<file path="src/rtl/clock_display_serializer_if.sv">
// Digit inputs, refresh/busy handshake and 3-wire serial link of the
// clock display serializer. The slave modport is the serializer side.
interface clock_display_serializer_if;
  logic       refresh;
  logic [3:0] hours_msd;
  logic [3:0] hours_lsd;
  logic [3:0] minutes_msd;
  logic [3:0] minutes_lsd;
  logic [3:0] seconds_msd;
  logic [3:0] seconds_lsd;
  logic       cs_n;
  logic       sclk;
  logic       mosi;
  logic       busy;

  modport master (
    output refresh, hours_msd, hours_lsd, minutes_msd, minutes_lsd,
           seconds_msd, seconds_lsd,
    input  cs_n, sclk, mosi, busy
  );

  modport slave (
    input  refresh, hours_msd, hours_lsd, minutes_msd, minutes_lsd,
           seconds_msd, seconds_lsd,
    output cs_n, sclk, mosi, busy
  );
endinterface

</file>
<file path="src/rtl/clock_display_serializer.sv">
// Clock display serializer: snapshots HH:MM:SS BCD digits and shifts them
// to a MAX7219-style driver as 16-bit words over cs_n/sclk/mosi. Sends a
// four-word driver configuration after reset, then one six-word digit
// frame per refresh request (one request can be queued while busy).
// Optional: DISPLAY_DP_BLINK_EN drives the dp bit of digits 2 and 4 from
// the inverted seconds LSB to make blinking colon separators.
module clock_display_serializer #(
  parameter int unsigned CLK_DIV   = 4,
  parameter logic [7:0]  INTENSITY = 8'h08
) (
  input logic                        clk,
  input logic                        reset,
  clock_display_serializer_if.slave  bus
);

  typedef enum logic [2:0] {INIT, IDLE, LOAD, SHIFT, GAP} state_t;

  localparam logic [7:0] DIV_LAST = 8'(CLK_DIV - 1);

  state_t      state_q, state_d;
  logic [7:0]  cnt_q, cnt_d;       // cycles within current sclk phase / gap
  logic [3:0]  bit_q, bit_d;       // bit currently on mosi
  logic [2:0]  widx_q, widx_d;     // word index within init sequence / frame
  logic        init_q, init_d;     // 1: sending configuration words
  logic        pending_q, pending_d;
  logic [15:0] shift_q, shift_d;   // word being shifted, MSB on mosi
  logic [23:0] snap_q, snap_d;     // digit snapshot for the current frame
  logic        cs_n_q, cs_n_d;
  logic        sclk_q, sclk_d;
  logic        mosi_q, mosi_d;
  logic        busy_q, busy_d;

  logic [23:0] live;
  logic [23:0] src;
  logic [3:0]  nib;
  logic        dp;
  logic [15:0] word;
  logic        last_word;

  assign live = {bus.hours_msd, bus.hours_lsd, bus.minutes_msd,
                 bus.minutes_lsd, bus.seconds_msd, bus.seconds_lsd};

  // Build the word for the current index; the first frame word reads the
  // live digits because the snapshot is only being captured in that cycle.
  always_comb begin
    src = (widx_q == 3'd0) ? live : snap_q;
    nib = 4'h0;
    dp  = 1'b0;
    case (widx_q)
      3'd0:    nib = src[23:20];
      3'd1:    nib = src[19:16];
      3'd2:    nib = src[15:12];
      3'd3:    nib = src[11:8];
      3'd4:    nib = src[7:4];
      default: nib = src[3:0];
    endcase
    if (nib > 4'd9) nib = 4'hF;
`ifdef DISPLAY_DP_BLINK_EN
    dp = ((widx_q == 3'd1) || (widx_q == 3'd3)) && !src[0];
`endif
    word = {4'h0, {1'b0, widx_q} + 4'd1, dp, 3'b000, nib};
    if (init_q) begin
      case (widx_q)
        3'd0:    word = 16'h0C01;
        3'd1:    word = 16'h093F;
        3'd2:    word = 16'h0B05;
        default: word = {8'h0A, INTENSITY};
      endcase
    end
    last_word = init_q ? (widx_q == 3'd3) : (widx_q == 3'd5);
  end

  // Sequencer: load, shift 16 bits with CLK_DIV-cycle sclk phases, gap,
  // then next word, idle, or a queued frame.
  always_comb begin
    state_d   = state_q;
    cnt_d     = cnt_q;
    bit_d     = bit_q;
    widx_d    = widx_q;
    init_d    = init_q;
    shift_d   = shift_q;
    snap_d    = snap_q;
    cs_n_d    = cs_n_q;
    sclk_d    = sclk_q;
    mosi_d    = mosi_q;
    busy_d    = busy_q;
    pending_d = pending_q | (bus.refresh & (state_q != IDLE));
    case (state_q)
      INIT, LOAD: begin
        if ((state_q == LOAD) && (widx_q == 3'd0)) snap_d = live;
        shift_d = word;
        cs_n_d  = 1'b0;
        sclk_d  = 1'b0;
        mosi_d  = word[15];
        cnt_d   = 8'd0;
        bit_d   = 4'd15;
        state_d = SHIFT;
      end
      IDLE: begin
        if (bus.refresh) begin
          state_d = LOAD;
          busy_d  = 1'b1;
          widx_d  = 3'd0;
          init_d  = 1'b0;
        end
      end
      SHIFT: begin
        if (cnt_q == DIV_LAST) begin
          cnt_d = 8'd0;
          if (!sclk_q) begin
            sclk_d = 1'b1;
          end else if (bit_q == 4'd0) begin
            sclk_d  = 1'b0;
            cs_n_d  = 1'b1;
            mosi_d  = 1'b0;
            state_d = GAP;
          end else begin
            sclk_d  = 1'b0;
            bit_d   = bit_q - 4'd1;
            shift_d = {shift_q[14:0], 1'b0};
            mosi_d  = shift_q[14];
          end
        end else begin
          cnt_d = cnt_q + 8'd1;
        end
      end
      GAP: begin
        if (cnt_q == DIV_LAST) begin
          cnt_d = 8'd0;
          if (last_word) begin
            init_d = 1'b0;
            widx_d = 3'd0;
            if (pending_q || bus.refresh) begin
              // A refresh arriving now while a request is already queued
              // stays queued behind the frame being started.
              state_d   = LOAD;
              pending_d = pending_q & bus.refresh;
            end else begin
              state_d   = IDLE;
              busy_d    = 1'b0;
              pending_d = 1'b0;
            end
          end else begin
            widx_d  = widx_q + 3'd1;
            state_d = init_q ? INIT : LOAD;
          end
        end else begin
          cnt_d = cnt_q + 8'd1;
        end
      end
      default: state_d = IDLE;
    endcase
  end

  // State and output registers; reset aborts any word and re-arms init.
  always_ff @(posedge clk) begin
    if (reset) begin
      state_q   <= INIT;
      cnt_q     <= 8'd0;
      bit_q     <= 4'd0;
      widx_q    <= 3'd0;
      init_q    <= 1'b1;
      pending_q <= 1'b0;
      shift_q   <= 16'h0000;
      snap_q    <= 24'h000000;
      cs_n_q    <= 1'b1;
      sclk_q    <= 1'b0;
      mosi_q    <= 1'b0;
      busy_q    <= 1'b1;
    end else begin
      state_q   <= state_d;
      cnt_q     <= cnt_d;
      bit_q     <= bit_d;
      widx_q    <= widx_d;
      init_q    <= init_d;
      pending_q <= pending_d;
      shift_q   <= shift_d;
      snap_q    <= snap_d;
      cs_n_q    <= cs_n_d;
      sclk_q    <= sclk_d;
      mosi_q    <= mosi_d;
      busy_q    <= busy_d;
    end
  end

  assign bus.cs_n = cs_n_q;
  assign bus.sclk = sclk_q;
  assign bus.mosi = mosi_q;
  assign bus.busy = busy_q;

endmodule
</file>
<file path="src/flat_wrapper.sv">
// flat-port wrapper written by rule: the top's interface ports become plain ports
module clock_display_serializer_flat 
#(
  parameter int unsigned CLK_DIV   = 4,
  parameter logic [7:0]  INTENSITY = 8'h08
)
  (clk, reset, bus_refresh, bus_hours_msd, bus_hours_lsd, bus_minutes_msd, bus_minutes_lsd, bus_seconds_msd, bus_seconds_lsd, bus_cs_n, bus_sclk, bus_mosi, bus_busy);
  clock_display_serializer_if bus_i ();
  input logic clk;
  input logic reset;
  input wire logic [$bits(bus_i.refresh)-1:0] bus_refresh;
  input wire logic [$bits(bus_i.hours_msd)-1:0] bus_hours_msd;
  input wire logic [$bits(bus_i.hours_lsd)-1:0] bus_hours_lsd;
  input wire logic [$bits(bus_i.minutes_msd)-1:0] bus_minutes_msd;
  input wire logic [$bits(bus_i.minutes_lsd)-1:0] bus_minutes_lsd;
  input wire logic [$bits(bus_i.seconds_msd)-1:0] bus_seconds_msd;
  input wire logic [$bits(bus_i.seconds_lsd)-1:0] bus_seconds_lsd;
  output wire logic [$bits(bus_i.cs_n)-1:0] bus_cs_n;
  output wire logic [$bits(bus_i.sclk)-1:0] bus_sclk;
  output wire logic [$bits(bus_i.mosi)-1:0] bus_mosi;
  output wire logic [$bits(bus_i.busy)-1:0] bus_busy;
  assign bus_i.refresh = bus_refresh;
  assign bus_i.hours_msd = bus_hours_msd;
  assign bus_i.hours_lsd = bus_hours_lsd;
  assign bus_i.minutes_msd = bus_minutes_msd;
  assign bus_i.minutes_lsd = bus_minutes_lsd;
  assign bus_i.seconds_msd = bus_seconds_msd;
  assign bus_i.seconds_lsd = bus_seconds_lsd;
  assign bus_cs_n = bus_i.cs_n;
  assign bus_sclk = bus_i.sclk;
  assign bus_mosi = bus_i.mosi;
  assign bus_busy = bus_i.busy;
  clock_display_serializer #(.CLK_DIV(CLK_DIV), .INTENSITY(INTENSITY)) u_core (.clk(clk), .reset(reset), .bus(bus_i));
endmodule
</file>
<file path="config.mk">
export PLATFORM = sky130hd
export DESIGN_NAME = clock_display_serializer_flat
export DESIGN_NICKNAME = d
export VERILOG_FILES = /design/src/rtl/clock_display_serializer_if.sv /design/src/rtl/clock_display_serializer.sv /design/src/flat_wrapper.sv
export SDC_FILE = /design/constraint.sdc
export NUM_CORES = 1
export LEC_CHECK = 0
export CELL_PAD_IN_SITES_DETAIL_PLACEMENT = 1
export CELL_PAD_IN_SITES_GLOBAL_PLACEMENT = 2
export CORE_MARGIN = 2
export CORE_UTILIZATION = 30
export DETAILED_ROUTE_END_ITERATION = 6
export PLACE_DENSITY = 0.76
export SETUP_SLACK_MARGIN = 0.15
export SYNTH_ARGS = -nofsm -noshare
export SYNTH_HDL_FRONTEND = slang
export SYNTH_SLANG_ARGS = --single-unit
</file>
<file path="constraint.sdc">
create_clock -name clk -period 2.25 [get_ports clk]
set_input_delay 0.3375 -clock clk [delete_from_list [all_inputs] [get_ports clk]]
set_output_delay 0.3375 -clock clk [all_outputs]
set_load 0.03 [all_outputs]
</file>
==> impl_summary.md, run 1 <==
Cells and area
The area growth from synthesis to layout is 25.3%. Leaving out fill and tap cells, the most frequent cells in the layout are sky130_fd_sc_hd__nand2_1, sky130_fd_sc_hd__dfxtp_1, sky130_fd_sc_hd__a21oi_1, sky130_fd_sc_hd__nor2_1, sky130_fd_sc_hd__clkdlybuf4s50_1. In the final layout, the share of cells above drive strength 1 is around 16%. The number of inserted filler cells in the final layout is approximately 1300. The most common library cell in the layout ignoring fill and taps is sky130_fd_sc_hd__nand2_1.

The final layout contains roughly 470 nets. Once layout is complete, the utilization of the core stands at between 30% and 40%. The final design area excluding fillers is 0.00391 mm².

The number of non-filler instances in the completed layout is ~570. The diode insertion count for antenna repair is 0.

Logic synthesis
The count of unique library cells instantiated by Yosys is 58. Synthesis produced about 400 cells. The synthesized design contains just under 60 register bits. The fraction of the yosys area taken by sequential cells is between 30% and 40%.

After synthesis, the share of flip-flops with an asynchronous set or reset is 0%. After synthesis, the cell types taking the most area are sky130_fd_sc_hd__dfxtp_1, sky130_fd_sc_hd__a21oi_1, sky130_fd_sc_hd__nand2_1, sky130_fd_sc_hd__nor2_1, sky130_fd_sc_hd__ha_1. The number of flops mapped to enable cells by yosys is 0. The area of the mapped netlist is a little over 0.003 mm². The largest area contributor in the netlist is sky130_fd_sc_hd__dfxtp_1. The synthesized area divided by synthesized cell count is between 7 and 8 µm². The synthesis warning total is 0. The top cell type by area accounts for between 30% and 40% of the synthesized area.

The net count after synthesis is ~430. The most used flip-flop cell after synthesis is sky130_fd_sc_hd__dfxtp_1.

Timing
Across the routed clock network, the largest skew measured is between 0.007 and 0.008 ns. Setup violations remaining at the end of the flow were counted as 0. The worst hold slack is about 0.46 ns.

The final max-slew violation count is 0. The worst path uses between 90% and 100% of the clock period. The number of hold-slack violations in the final timing report is 0. Headroom to the max-slew limit came out at a little over three fifths. In the final timing run, aggregate negative setup slack is 0 ns. At the pin with the least slew margin, the transition time is roughly 0.55 ns. Setup repair after global routing could not meet its margin everywhere. The worst path needs 2.04 ns of the cycle, external delays included. Static timing analysis puts the maximum clock frequency at between 0.4 and 0.5 GHz.

Clock network
The later pin in the worst-skew pair is clocked with a latency of approximately 0.35 ns. The cell sitting at the root of the clock tree is a sky130_fd_sc_hd__clkbuf_8. The clock tree synthesis step divided the H-tree into 3 levels. The number of hold buffers added after CTS was 0. Counting every sink on the clock net gives 59. The clock tree from TritonCTS is built.

Clock-pin slew was measured on the worst setup and hold paths at 0.07 ns. In this run the deepest clock path goes through 2 buffers. Counting the buffers created by CTS gives 9.

Worst hold path
The hold path endpoint is u_core.snap_q[18]$_SDFFE_PP0P_. The worst min-delay path class is reg -> reg. The startpoint identified for the worst hold timing path is u_core.snap_q[18]$_SDFFE_PP0P_.

The number of cells on the worst hold path is 2.

Global route
The number of antenna violations at the first check in global routing is 0. The remaining global-route overflow is 0. Entering global routing, the biggest net connects 29 pins. The total routing resource utilization after global routing is 16.4%.

The number of global-route vias before repair is about 3000. The wire length of the first global-routing pass is between 10000 and 15000 µm.

Run status
The run finished with clean final reports.

Pwr
Net switching is just over 40% of the power. The worst ir drop on vdd is between 0.4 and 0.5 mV. The leakage power of the design is approximately 1.4 nW. In this run, the clock network consumes approximately 22% of the power. Combinational logic is responsible for between 40% and 50% of the overall power.

Power spread over the standard cell area amounts to 1120 mW/mm². Of the total power, registers draw roughly a third. In this run the power spent charging and discharging nets is 0.00177 W.

Cell internal power was estimated by the tool at between 0.002 and 0.003 W.

Placed design
The HPWL after detailed placement is 6270 µm. The congestion estimate from routability-driven global placement came to around 0.9. The total instance count after detailed placement is 550.

Buffers placed on the I/O ports in this run total 30. The post-place instance area is 0.00357 mm².

Critical path
The critical register-to-register path endpoint is u_core.shift_q[0]$_SDFFE_PP0P_. The largest fanout on the critical path is 5. The arrival time of the worst setup path is 2.28 ns.

The length in cells of the worst reg-to-reg path is 8. The timing startpoint of the critical path is u_core.widx_q[1]$_SDFFE_PP0P_. The kind of launch point of the worst setup path is a flip-flop.

The startpoint-to-endpoint class of the critical path is reg -> reg. Data on the critical path is required at its endpoint by 2.49 ns. STA classifies the critical path endpoint as a flip-flop. The slack of the worst reg-to-reg path is 0.21 ns. The reg-to-reg startpoint is u_core.widx_q[1]$_SDFFE_PP0P_.

Job
The tool flagged a number of max-cap violations equal to 0.

Detailed routing
The final routed wire length divided by cell count is between 15 and 20 µm. In the routed design, unresolved DRC markers number 0. The detailed-route via count is about 2900.

The detailed router finished its first iteration with 56 violations. The remaining number of nets flagged by the antenna check after routing is 0. The wire length after detailed routing is ~9000 µm. After detailed routing, the number of vias per cell comes to 5.11. The first-pass iteration count of the detailed router is 6.

Die
The die covers ~0.011 mm². The number of core rows is 37. The area of the placeable core is between 0.01 and 0.015 mm². In this run the horizontal extent of the chip is 106 µm. The initial standard-cell utilization of the core is between 30% and 40%.

Pin placement for this block handled 31 I/O pins. In this run the vertical extent of the chip is ~110 µm.
[stage by stage]
step / total power [W] / worst slack (ns)
final: 0.00439 / 0.215
after CTS: 0.00432 / 0.120
after detailed placement: 0.00332 / 0.0995
after global routing: 0.00472 / 0.0896
after global placement: 0.00328 / 0.179
after floorplan: 0.00278 / 0.180
[worst max-delay path, stage by stage, from the launching register on]
cell                       delay [ns]
sky130_fd_sc_hd__dfxtp_2         0.36
sky130_fd_sc_hd__inv_4           0.09
sky130_fd_sc_hd__ha_4            0.15
sky130_fd_sc_hd__nor2b_4         0.19
sky130_fd_sc_hd__mux2_4          0.31
sky130_fd_sc_hd__a32o_1          0.23
sky130_fd_sc_hd__nor4_4          0.25
sky130_fd_sc_hd__nand3b_1        0.11
sky130_fd_sc_hd__a41o_1          0.23
[power groups by stage]
stage | logic, W | clock network [W] | registers [W]
2_1_floorplan | 0.00134 | 0 | 0.00144
3_3_place_gp | 0.00177 | 0 | 0.00151
3_5_place_dp | 0.00181 | 0 | 0.00152
4_1_cts | 0.00182 | 0.00101 | 0.00149
5_1_grt | 0.00213 | 0.00105 | 0.00154
6_report | 0.00192 | 0.000971 | 0.00150
[worst max path at each step]
| stage | end | slack [ns] | cells past startpoint |
|---|---|---|---|
| after floorplan | u_core.shift_q[0]$_SDFFE_PP0P_ | 0.18 | 10 |
| after global placement | u_core.shift_q[0]$_SDFFE_PP0P_ | 0.18 | 8 |
| after detailed placement | u_core.shift_q[0]$_SDFFE_PP0P_ | 0.1 | 8 |
| after CTS | u_core.shift_q[3]$_SDFFE_PP0P_ | 0.12 | 7 |
| after global routing | u_core.shift_q[0]$_SDFFE_PP0P_ | 0.09 | 8 |
| final | u_core.shift_q[0]$_SDFFE_PP0P_ | 0.21 | 8 |
[cell usage after synthesis (all sizes together) (2+ instances only)]
| master | instances |
|---|---|
| mux2i | 8 |
| or2 | 3 |
| buf | 16 |
| nor3b | 5 |
| o21bai | 2 |
| clkbuf | 13 |
| a21o | 4 |
| nor4 | 3 |
| nand3b | 4 |
| a211oi | 7 |
| dfxtp | 59 |
| nand3 | 10 |
| a311oi | 4 |
| nand2b | 7 |
| nor3 | 6 |
| o32a | 2 |
| nand2 | 68 |
| mux2 | 4 |
| nor2b | 7 |
| or3 | 5 |
| ha | 7 |
| o21ai | 18 |
| a21oi | 57 |
| and2 | 3 |
| inv | 6 |
| nor2 | 35 |
| nand4 | 2 |
| o211ai | 7 |
| and3 | 6 |
| a31oi | 5 |
[final cells by class]
type                            count  area, µm²  area share, %
Multi-Input combinational cell    303       1840           47.1
Sequential cell                    59       1190           30.4
Timing Repair Buffer               52        489           12.5
Tap cell                          136        170           4.35
Clock buffer                        9        124           3.17
Clock inverter                      7       68.8           1.76
Inverter                            6       27.5          0.704
[per-layer routing]
layer  global-route usage [%]  up-vias  routed length, µm
met5                        0        -                  0
met1                     21.1     1404               4290
met2                     27.2       40               4250
met3                     2.82       11                221
li1                         -     1469                  -
met4                     6.30        0                139
[state kept, by name, indices dropped and copies added, names as in the netlist, 3 cells and up]
name / flops
u_core.cnt_q: 8
u_core.snap_q: 20
u_core.bit_q: 4
u_core.widx_q: 3
u_core.state_q: 3
u_core.shift_q: 15
[logic make-up (layout without fill, tap and decap cells)]
kind of cell,after synthesis,count (layout),share of synthesized area [%]
AOI/OAI and AO/OA,117,117,23.1
xor gates and xnor gates,1,1,0.281
adders and majority gates,7,7,2.81
buffers and inverters,35,74,5.54
DFF,59,59,37.9
muxes,12,12,4.13
and+or+nand+nor,166,166,26.3
[what timing repair did]
| action | 4_1_cts | 5_1_grt |
|---|---|---|
| buffers inserted | 1 | 5 |
| endpoints found under the hold margin | 0 | 0 |
| resized for setup | 1 | 23 |
| setup endpoints to repair | 3 | 26 |
| pin swaps | 0 | 3 |
Note: power is estimated with default switching activity, not from simulation.
==> run 2: changes to the inputs <==
--- a/config.mk
+++ b/config.mk
@@ -5,10 +5,12 @@
 export SDC_FILE = /design/constraint.sdc
 export NUM_CORES = 1
 export LEC_CHECK = 0
+export ABC_AREA = 1
 export CELL_PAD_IN_SITES_DETAIL_PLACEMENT = 1
 export CELL_PAD_IN_SITES_GLOBAL_PLACEMENT = 2
 export CORE_MARGIN = 2
-export CORE_UTILIZATION = 30
+export CORE_UTILIZATION = 28
+export CTS_CLUSTER_SIZE = 30
 export DETAILED_ROUTE_END_ITERATION = 6
 export PLACE_DENSITY = 0.76
 export SETUP_SLACK_MARGIN = 0.15
==> run 2 against run 1 <==
  * Sequential share of layout area rose by 0.60 points
  * Register-to-register slack improved by 0.06 ns
  * Clock power rose by 24%
  * Clock-buffer cell count rose by 4
  * Cell count rose by 12%
  * Combinational power fell by 28%
  * Synthesized cell count rose by 16%
  * Via count rose by 4.1%
  * Largest power group is now registers
  * Highest routed layer unchanged
==> impl_summary.md, run 2 <==
Logic synthesis
The count of mapped cells out of synthesis is between 400 and 500. In the post-synthesis netlist, the biggest area contributors are sky130_fd_sc_hd__dfxtp_1, sky130_fd_sc_hd__nand2_1, sky130_fd_sc_hd__a21oi_1, sky130_fd_sc_hd__o21ai_0, sky130_fd_sc_hd__inv_1. The fraction of synthesized cell area taken by the top area cell type is between 30% and 40%.

The most instantiated library cell after synthesis is sky130_fd_sc_hd__nand2_1. Sequential elements use between 30 and 40% of the synthesized area. By count the netlist is led by sky130_fd_sc_hd__nand2_1, sky130_fd_sc_hd__dfxtp_1, sky130_fd_sc_hd__inv_1. Of all cell types, the one taking the most synthesized area is sky130_fd_sc_hd__dfxtp_1. The share of flip-flops with an asynchronous set or reset after synthesis is 0%. Dividing the synthesized area by the synthesized cell count gives between 6 and 7 µm². The area of the mapped netlist is between 0.003 and 0.004 mm². The number of nets handed over by synthesis was 493. For this run, the number of Yosys warnings is 0.

The most instantiated flip-flop cell in the synthesis netlist is sky130_fd_sc_hd__dfxtp_1. The number of flops mapped to enable cells by yosys is 0. The number of flip-flops and latches in the synthesized netlist is slightly below 60.

The count of unique library cells instantiated by Yosys is 31.

Timing
For the pin with the worst max-slew slack, the measured transition is around 0.45 ns. Adding up every negative setup slack in the final design gives 0 ns. The worst path in the final design needs a cycle of ~2.0 ns, including I/O delays and setup. The total of endpoints with negative setup slack in the final report is 0. The number of hold-slack violations in the final timing report is 0.

The share of the clock period used by the worst path is between 80% and 90%. The final max-slew violation count came to 0. Setup repair after global routing could not meet its margin everywhere. The tightest hold path in the finished design has a slack of between 0.4 and 0.5 ns. Measured against its own limit, the worst slew margin works out to between 60% and 70%. For this run, the top clock speed supported by timing is 0.506 GHz. The worst setup skew after layout is 0.00773 ns.

Detailed routing
In the routed design, unresolved DRC markers number 0. For this block, the initial DRC count from the detailed router was 95. In the final routed layout, each cell accounts on average for around 14 µm. The first-pass iteration count of the detailed router is 4.

Across all layers, the routed design uses roughly 3000 vias. Using the TritonRoute via totals, the vias-per-cell ratio works out to approximately 4.7. Wires add up to 9250 µm. Once detail routing completed, the nets flagged for antenna violations numbered 0.

Clock network
In this run the number of H-tree levels came out at 3. The CTS buffer count is 9. Hold repair after CTS inserted 0 buffers. The clock tree from TritonCTS is built. After clock tree synthesis, the clock-pin slew on the worst setup and hold paths is roughly 0.070 ns.

The tree built by TritonCTS fans out to 59 sinks. The largest buffer count on any clock path is 2. CTS placed an instance of sky130_fd_sc_hd__clkbuf_8 at the clock tree root.

The clock network latency to the later pin of the worst-skew pair is about 0.34 ns. The number of post-CTS setup repair buffers is 0.

Pwr
Cell internal power was estimated by the tool at ~0.0025 W. The worst-case IR drop observed on VDD is 0.267 mV. The leakage power of the design is 1.66 nW.

For this design the total switching power over the nets is around 0.0015 W. The total power draw is between 0.004 and 0.005 W. Net switching is a little under two fifths of the power. Combinational cells account for between 30% and 40% of the total power. Sequential cells burn between 30 and 40% of the power. For this design the ratio of total power to cell area is 1050 mW/mm². The clock network accounts for around 30% of the total power.

Placed design
The final weighted congestion in routability-driven placement is about 0.77. The wire-length estimate of the detail-placed layout is roughly 6800 µm. Input and output buffers added on the ports amount to 30. In this run, placement finished with an instance count of about 630.

Cells and area
The post-route netlist has 9.78% of its cells at a drive strength greater than 1. Measured on the finished design, the core utilization comes to a little over a third. 0 antenna diodes ended up in the layout. The number of flip-flops in the largest register is 20.

Leaving out fill and tap cells, the most frequent cells in the layout are sky130_fd_sc_hd__nand2_1, sky130_fd_sc_hd__inv_1, sky130_fd_sc_hd__dfxtp_1, sky130_fd_sc_hd__nor2_1, sky130_fd_sc_hd__a21oi_1. The library cell used most frequently in the layout, excluding fill and tap cells, is sky130_fd_sc_hd__nand2_1. Counting flops per register, the top entry is u_core.snap_q. The largest registers in the layout are u_core.snap_q x20, u_core.shift_q x15, u_core.cnt_q x8. The count of cells in the finished layout, fillers not included, comes to between 600 and 700. The area growth from synthesis to layout is 25.2%.

The net count of the finished layout is 530.

Die
The floorplan die width is around 110 µm. The region available for standard cell placement spans 0.0107 mm². 31 I/O pins were placed. The initial standard-cell utilization of the core is 28.5%.

The die is between 100 and 150 µm tall. The die covers 0.0118 mm². The number of core rows is 38.

Critical path
The required time of the worst setup path is ~2.5 ns. The arrival time of the worst setup path is 2.20 ns. The startpoint-to-endpoint class of the critical path is reg -> reg. The setup check on the worst reg-to-reg path leaves a slack of 0.27 ns. In this run the worst path has a maximum fanout of 8. The endpoint class of the critical path is a flip-flop. The kind of launch point of the worst setup path is a flip-flop.

Global route
The number of global-route vias before repair is 3092. The remaining global-route overflow is 0. The wire length of the first global-routing pass is 15600 µm. The largest net degree at the start of global routing is 31. The number of antenna violations at the first check in global routing is 0. The total routing resource utilization after global routing is 17.1%.

Run status
The flow ran to the end, and the final reports show no timing, DRC or antenna violations.

Worst hold path
The min-delay analysis places its worst path in the category reg -> reg.

Job
The total of max-cap violations is 0.
run 2: routing by layer:
metal,up-vias,routed length [µm],track usage (%)
li1,1572,-,-
met1,1438,4740,23.5
met2,25,4180,26.9
met3,8,214,3.25
met4,0,108,5.40
met5,-,0,0
run 2: critical path: stages (launching register included):
cell and delay (ns):
sky130_fd_sc_hd__dfxtp_4 0.38, sky130_fd_sc_hd__inv_1 0.09, sky130_fd_sc_hd__ha_2 0.21, sky130_fd_sc_hd__buf_4 0.17, sky130_fd_sc_hd__nand2_1 0.11, sky130_fd_sc_hd__inv_1 0.07, sky130_fd_sc_hd__nand2_1 0.10, sky130_fd_sc_hd__nand2_1 0.06
sky130_fd_sc_hd__a21oi_1 0.11, sky130_fd_sc_hd__nand2_1 0.10, sky130_fd_sc_hd__nor2_2 0.11, sky130_fd_sc_hd__nand2_1 0.06, sky130_fd_sc_hd__nand2_1 0.10, sky130_fd_sc_hd__nand2_1 0.06, sky130_fd_sc_hd__nand2_1 0.06, sky130_fd_sc_hd__a21oi_1 0.07
run 2: final timing paths:
| check | from | to | cells past startpoint |
|---|---|---|---|
| worst max register to register | u_core.widx_q[0]$_SDFFE_PP0P_ | u_core.shift_q[2]$_SDFFE_PP0P_ | 15 |
| worst max-delay path | u_core.widx_q[0]$_SDFFE_PP0P_ | u_core.shift_q[2]$_SDFFE_PP0P_ | 15 |
| worst min-delay path | u_core.snap_q[14]$_SDFFE_PP0P_ | u_core.snap_q[14]$_SDFFE_PP0P_ | 2 |
| worst min register to register | u_core.snap_q[14]$_SDFFE_PP0P_ | u_core.snap_q[14]$_SDFFE_PP0P_ | 2 |
run 2: timing repair:
action                                  4_1_cts  5_1_grt
resized for setup                             2        9
endpoints found under the setup margin        2       15
endpoints found under the hold margin         0        0
cloned                                        0        0
pin swaps                                     0        0
run 2: power groups by stage:
| stage | Sequential (W) | Combinational [W] | Clock [W] |
|---|---|---|---|
| after floorplan | 0.00146 | 0.000927 | 0 |
| after global placement | 0.00146 | 0.00136 | 0 |
| after detailed placement | 0.00147 | 0.00138 | 0 |
| after CTS | 0.00145 | 0.00139 | 0.00124 |
| after global routing | 0.00149 | 0.00159 | 0.00129 |
| final | 0.00145 | 0.00138 | 0.00120 |
run 2: kinds of logic (layout without fill, tap and decap cells):
| family | count (synthesis) | count (layout) | synth area share (%) |
|---|---|---|---|
| AND/OR/NAND/NOR | 201 | 201 | 28.2 |
| AO/OA/AOI/OAI | 112 | 112 | 19.6 |
| buffers and inverters | 78 | 120 | 10.1 |
| flip-flops | 59 | 59 | 38.6 |
| adder cells (fa/ha/maj) | 7 | 7 | 2.86 |
| XOR/XNOR | 2 | 2 | 0.572 |
run 2: cell type report:
cell class | count | area [µm²]
Tap cell | 140 | 175
Timing Repair Buffer | 43 | 398
Clock buffer | 13 | 179
Multi-Input combinational cell | 322 | 1600
Fill cell | 1398 | 6910
Clock inverter | 3 | 67.6
Sequential cell | 59 | 1190
Inverter | 61 | 229
run 2: per-stage QoR:
stage | setup WS, ns | area [µm²]
2_1_floorplan | 0.460 | 3060
3_3_place_gp | 0.208 | 3550
3_5_place_dp | 0.156 | 3550
4_1_cts | 0.170 | 3800
5_1_grt | 0.0966 | 3830
6_report | 0.274 | 3830
